[config.mk]
export PLATFORM = sky130hd
export DESIGN_NAME = rf_scoreboard
export DESIGN_NICKNAME = d
export VERILOG_FILES = /design/src/rtl/rf_scoreboard.sv
export SDC_FILE = /design/constraint.sdc
export NUM_CORES = 1
export LEC_CHECK = 0
export BUFFER_PORTS_ARGS = -buffer_cell sky130_fd_sc_hd__buf_2
export CELL_PAD_IN_SITES_DETAIL_PLACEMENT = 1
export CELL_PAD_IN_SITES_GLOBAL_PLACEMENT = 2
export CORE_ASPECT_RATIO = 1.25
export CORE_MARGIN = 1.5
export CORE_UTILIZATION = 39
export DETAILED_ROUTE_END_ITERATION = 10
export PLACE_DENSITY_LB_ADDON = 0.1
export SYNTH_ARGS = -nofsm -noshare
export SYNTH_HDL_FRONTEND = slang
export SYNTH_SLANG_ARGS = --single-unit
export TNS_END_PERCENT = 50
[constraint.sdc]
create_clock -name clk -period 2.7 [get_ports clk]
set_clock_uncertainty 0.1 [all_clocks]
set_input_delay 0.54 -clock clk [delete_from_list [all_inputs] [get_ports clk]]
set_output_delay 0.54 -clock clk [all_outputs]
set_load 0.005 [all_outputs]
[src/rtl/rf_scoreboard.sv]
// Register file with pending scoreboard and soft-clear sequencer.
// Define RF_BYPASS_EN for write-to-read forwarding on both read ports.
module rf_scoreboard #(
  parameter int DATA_W = 8,
  parameter int ADDR_W = 3
) (
  input  logic              clk,
  input  logic              rst,
  input  logic              we,
  input  logic [ADDR_W-1:0] waddr,
  input  logic [DATA_W-1:0] wdata,
  input  logic [ADDR_W-1:0] raddr0,
  input  logic [ADDR_W-1:0] raddr1,
  output logic [DATA_W-1:0] rdata0,
  output logic [DATA_W-1:0] rdata1,
  output logic              rbusy0,
  output logic              rbusy1,
  input  logic              iss_en,
  input  logic [ADDR_W-1:0] iss_addr,
  output logic              iss_rdy,
  input  logic              clr_req,
  output logic              clr_busy,
  output logic              clr_done
);

  localparam int DEPTH = 1 << ADDR_W;
  localparam logic [ADDR_W-1:0] LAST = ADDR_W'(DEPTH - 1);
  localparam logic [ADDR_W-1:0] ONE  = ADDR_W'(1);

  localparam logic [1:0] S_IDLE  = 2'd0;
  localparam logic [1:0] S_CLEAR = 2'd1;
  localparam logic [1:0] S_DONE  = 2'd2;

  logic [DATA_W-1:0] mem_q [DEPTH];
  logic [DATA_W-1:0] mem_d [DEPTH];
  logic [DEPTH-1:0]  pend_q, pend_d;
  logic [1:0]        state_q, state_d;
  logic [ADDR_W-1:0] idx_q, idx_d;
  logic              wr_ok;
  logic              iss_ok;

  assign clr_busy = (state_q == S_CLEAR);
  assign clr_done = (state_q == S_DONE);

  assign wr_ok   = we && (waddr != '0) && !clr_busy;
  assign iss_rdy = (iss_addr != '0) && !pend_q[iss_addr] && !clr_busy;
  assign iss_ok  = iss_en && iss_rdy;

`ifdef RF_BYPASS_EN
  logic byp0, byp1;
  assign byp0   = wr_ok && (waddr == raddr0);
  assign byp1   = wr_ok && (waddr == raddr1);
  assign rdata0 = byp0 ? wdata : mem_q[raddr0];
  assign rdata1 = byp1 ? wdata : mem_q[raddr1];
  assign rbusy0 = byp0 ? 1'b0 : pend_q[raddr0];
  assign rbusy1 = byp1 ? 1'b0 : pend_q[raddr1];
`else
  assign rdata0 = mem_q[raddr0];
  assign rdata1 = mem_q[raddr1];
  assign rbusy0 = pend_q[raddr0];
  assign rbusy1 = pend_q[raddr1];
`endif

  // Soft-clear sequencer: walk idx from 1 to DEPTH-1, then pulse done.
  always_comb begin
    state_d = state_q;
    idx_d   = idx_q;
    case (state_q)
      S_IDLE: begin
        if (clr_req) begin
          state_d = S_CLEAR;
          idx_d   = ONE;
        end
      end
      S_CLEAR: begin
        if (idx_q == LAST) state_d = S_DONE;
        else               idx_d   = idx_q + ONE;
      end
      S_DONE:  state_d = S_IDLE;
      default: state_d = S_IDLE;
    endcase
  end

  // Next file/scoreboard contents: writeback, then issue, then clear.
  always_comb begin
    mem_d  = mem_q;
    pend_d = pend_q;
    if (wr_ok) begin
      mem_d[waddr]  = wdata;
      pend_d[waddr] = 1'b0;
    end
    if (iss_ok) pend_d[iss_addr] = 1'b1;
    if (clr_busy) begin
      mem_d[idx_q]  = '0;
      pend_d[idx_q] = 1'b0;
    end
    mem_d[0]  = '0;
    pend_d[0] = 1'b0;
  end

  // State registers; async reset also aborts a clear in progress.
  always_ff @(posedge clk or posedge rst) begin
    if (rst) begin
      for (int i = 0; i < DEPTH; i++) mem_q[i] <= '0;
      pend_q  <= '0;
      state_q <= S_IDLE;
      idx_q   <= '0;
    end else begin
      mem_q   <= mem_d;
      pend_q  <= pend_d;
      state_q <= state_d;
      idx_q   <= idx_d;
    end
  end

endmodule

# After elaboration in Yosys (flattened, before gate mapping)
# Cells that the tools add are included.
# word_totals
reg_bits	68
input_bits	25
wordCells	94
# op_classes
n_addsub	1
order_cmp	14
eq_ne	6
mux	34
bitwise_logic	11
n_reduce_logical	18
# op_table
operator	n
$mux W56	2
$mux W8	9
$bwmux W64	1
$and A56 B56 Y56	1
$not A56 Y56	1
$bmux W8 S3	2
$demux W8 S3	2
$lt A3 B4 Y1 const B	5
$and A8 B8 Y8	2
$ge A4 B4 Y1 const B	4
$not A3 Y4	4
$not A8 Y8	2
$logic_and A1 B1 Y1	10
$bmux W1 S3	3
$demux W1 S3	3
$ge A3 B1 Y1 const B	3
$lt A4 B1 Y1 const B	2
$or A8 B8 Y8	1
$mux W1	6
$mux W3	2
$pmux W3 S2	1
$reduce_bool A3 Y1	2
$mux W2	2
$ne A2 B2 Y1 const B	2
11 further kinds	12

# Logic depth before layout (Yosys ltp)
# depth
word_depth	11
mapped_depth	7
mapped_depth_nobuf	5

# Least setup slack after synthesis
# OpenSTA, ideal clock, no wires.
# synth_path
path_kind	input to output
startpoint	input raddr0[0]
endpoint	output rdata0[7]
arrival_time_ps	1531
path_slack_ps	529
cell_stages	5
cell_sequence	buf_2 buf_1 mux4_2 nand2_1 o21ai_0
# synth_via
elab_chain_cells	4
# synth_rtl
element	line	rtl
start: declaration	12	input logic [ADDR_W-1:0] raddr0,
$not A3 Y4 (implied by the code)	58	assign rdata0 = mem_q[raddr0];
$bmux W8 S3	58	
$mux W8 (implied by the code) (2 in a row)	58	
end: declaration	14	output logic [DATA_W-1:0] rdata0,
# No other way between the ends. The select of a mux whose other input is x is not followed.

# Final worst setup path
# layout_path
startpoint	input raddr1[1]
endpoint	output rbusy1
# layout_via
elab_chain_cells	2
# layout_rtl
element	line	rtl
start: declaration	13	input logic [ADDR_W-1:0] raddr1,
$bmux W1 S3	61	assign rbusy1 = pend_q[raddr1];
$mux W1 (implied by the code)	61	
end: declaration	17	output logic rbusy1,
# No other way between the ends. The select of a mux whose other input is x is not followed.

==> results.py <==
metrics = {
    "critical_path": {
        "end_kind": "output pin",
        "cp-start-kind": "input port",
        "rr_worst_depth": 5,
        "path_common_cell": "buf_2",
        "crit_arrival_ns": 1.82,
        "required_ns": 2.06,
        "criticalPathCategory": "input port to output pin",
        "worstReg2RegEnd": "mem_q[31]",
        "r2r-start": "state_q[1]",
        "path_max_fanout": 9,
        "r2r_slack_ns": 0.45,
        "slowest_delay_ns": 0.49,
        "critPathSlowestCell": "mux4_2",
        "crit_chain": "buf_2 -> buf_4 -> mux4_2 -> nand2_1 -> o21ai_0 -> buf_2",
    },
    "detailed_routing": {
        "drt_iter0_drc": 129,
        "antenna_left": 0,
        "via_count": 3176,
        "avgRoutedWirePerCell_um": 22.4,
        "wl_mm": 12.6,
        "drc_errors": 0,
        "dr.pass1.iters": 4,
        "viasPerCell": 5.64,
    },
    "global_route": {
        "grt_max_degree": 69,
        "antenna_found_initial": 0,
        "overflow": 0,
        "grt_pass1_vias": 3490,
        "grt_pass1_wl_mm": 19.8,
        "grt_usage_pct": 24.2,
    },
    "clock_network": {
        "root_buffer": "clkbuf_16",
        "path_clk_slew_ns": 0.06,
        "cts_hold_buf": 0,
        "post_cts_resized": 0,
        "cts_buffers": 9,
        "cts_tree": "built",
        "clock_path_buffers": 2,
        "htreeDepth": 3,
        "postCtsSetupBuffers": 0,
        "clk_latency_ns": 0.33,
        "cts_sinks": 68,
    },
    "power_and_ir_drop": {
        "p_clk_share_pct": 27.6,
        "p_leak_nw": 2.31,
        "ir_drop_mv": 0.457,
        "power_switching_share_pct": 35.3,
        "powerDensity_mw_per_mm2": 1000,
        "p_total_mw": 4.98,
        "power.internal_mw": 3.22,
        "seq_power_share_pct": 37.6,
        "p_comb_share_pct": 34.8,
        "p_sw_mw": 1.76,
    },
    "timing": {
        "slew_viol_final": 0,
        "worst_slew_pin_slew_ns": 0.922,
        "fmax_mhz": 406,
        "setup_viol": 0,
        "hold_viol": 0,
        "period_minus_slack_ns": 2.46,
        "rsz0062_at_grt": "no",
        "period_share_pct": 91.2,
        "tns_ns": 0,
        "slew_headroom_pct": 38.3,
    },
    "cells_and_area": {
        "stdcell_area_mm2": 0.00495,
        "multiInputGateArea_mm2": 0.00223,
        "insertedDiodeCount": 0,
        "layout-drive-gt1-share_pct": 31.6,
        "layout_common_cells": "68 x dfrtp_1, 65 x nor2_1, 58 x mux2i_1",
        "regArea_mm2": 0.00170,
        "fillers": 1150,
        "syn_to_final_growth_pct": 19.9,
        "final_nets": 456,
        "final_common_cell": "dfrtp_1",
    },
    "synth": {
        "yosysTopAreaCell": "dfrtp_1",
        "synthSimpleGateAreaFrac_pct": 15.2,
        "syn_area_per_cell_um2": 11.1,
        "ys_ff_latch": 68,
        "synth_fa_ha_area_share_pct": 0.606,
        "synth_top_cells_by_area": "dfrtp_1 41%, mux2i_1 14%, mux4_2 9.8%",
        "synth-edff-count": 0,
        "synth_top_family_by_area": "multiplexers",
        "synth_xor_area_share_pct": 0,
        "synth_top_area_share_pct": 41.2,
        "ys_async_sr_fraction_pct": 100,
        "synthCells": 371,
        "syn_area_mm2": 0.00413,
        "yosys_most_used_dff": "dfrtp_1",
        "synth-compound-area-share_pct": 9.29,
        "seq_area_frac_synth_pct": 41.2,
        "synth_nets": 398,
        "ys.warnings.count": 0,
        "yosys-mux-area-fraction_pct": 28.9,
        "synth_cell_types": 42,
    },
    "die": {
        "start_util_pct": 40.5,
        "die_h_um": 118,
        "io_pins": 46,
        "row_count": 41,
        "die_x_um": 95.1,
        "design.die.area_mm2": 0.0112,
        "coreArea_mm2": 0.0102,
    },
    "placed_design": {
        "dp_hpwl_mm": 9.08,
        "placed_area_mm2": 0.00461,
        "gp_congestion": 0.773,
        "port_buffers": 45,
    },
    "run_status": {
        "status": "complete, no violations",
    },
    "min_path": {
        "hp-class": "input port to async pin",
    },
    "run": {
        "cap_violations": 0,
    },
}
==> cell type report <==
cell class,instances,area share (%)
clock buffer,9,4.55
clock inverter,7,2.32
inverter,14,1.16
multi-input combinational,265,45.1
sequential,68,34.4
tap,129,3.26
timing repair buffer,71,9.24
==> how the worst max path moves through the flow <==
stage / from / endpoint / depth (start not counted)
floorplan: rst / idx_q[0] / 1
global placement: raddr1[1] / rbusy1 / 6
detailed placement: raddr1[1] / rbusy1 / 6
CTS: raddr1[1] / rbusy1 / 6
global route: raddr1[1] / rbusy1 / 6
finish: raddr1[1] / rbusy1 / 6
==> cells in the mapped netlist (2+ instances only) <==
library cell / number
nand3b_1: 2
buf_4: 2
a221oi_1: 8
nor2_1: 65
dfrtp_1: 68
a21o_1: 3
a22oi_1: 9
nor3b_1: 4
nand2b_1: 5
nor2b_1: 7
nand4b_1: 2
clkbuf_1: 5
nand2_1: 17
inv_1: 13
mux2_2: 17
a22o_1: 2
mux4_2: 18
buf_2: 7
ha_1: 2
nor4b_4: 2
a21oi_1: 9
nor3_2: 3
a31o_1: 2
mux2i_1: 58
a32o_1: 2
buf_6: 5
buf_1: 5
o21ai_0: 13
nor4_4: 3
==> registers in the layout, indices dropped and copies added, names as in the netlist <==
name     cells
mem_q       56
idx_q        3
state_q      2
pend_q       7
==> cells by family (layout without fill, tap and decap cells) <==
group | count (synthesis) | in the layout
buffers and inverters | 38 | 101
AO/OA/AOI/OAI | 53 | 53
AND/OR/NAND/NOR | 116 | 116
flip-flops | 68 | 68
adder cells (fa/ha/maj) | 2 | 2
multiplexers | 94 | 94
==> layer usage <==
layer	vias to the layer above	GRT usage, %	routed length (um)
li1	1456	-	-
met1	1628	30.7	5350
met2	76	41.3	6530
met3	16	4.13	499
met4	0	7.28	225
met5	-	0	0
==> stage by stage <==
stage	setup slack [ns]	util (%)	instances	hold WS, ns
after floorplan	0.348	-	371	0.397
after global placement	0.231	45.2	547	0.418
after detailed placement	0.242	45.2	547	0.433
after CTS	0.231	48.5	563	0.196
after global routing	0.158	48.5	563	0.195
final	0.239	48.5	563	0.167
==> critical path, delay by kind of cell <==
kind	cells	cell delay (ns)
and+or+nand+nor	1	0.07
muxes	1	0.49
buffers and inverters	3	0.60
AOI/OAI and AO/OA	1	0.11
==> power by group through the flow <==
stage | logic [mW] | registers [mW] | clock network, mW
4_1_cts | 1.76 | 1.88 | 1.40
3_3_place_gp | 1.69 | 1.88 | 0
2_1_floorplan | 1.28 | 1.70 | 0
6_report | 1.73 | 1.87 | 1.37
5_1_grt | 1.93 | 1.94 | 1.43
3_5_place_dp | 1.75 | 1.89 | 0
(Power assumes the default switching activity.)
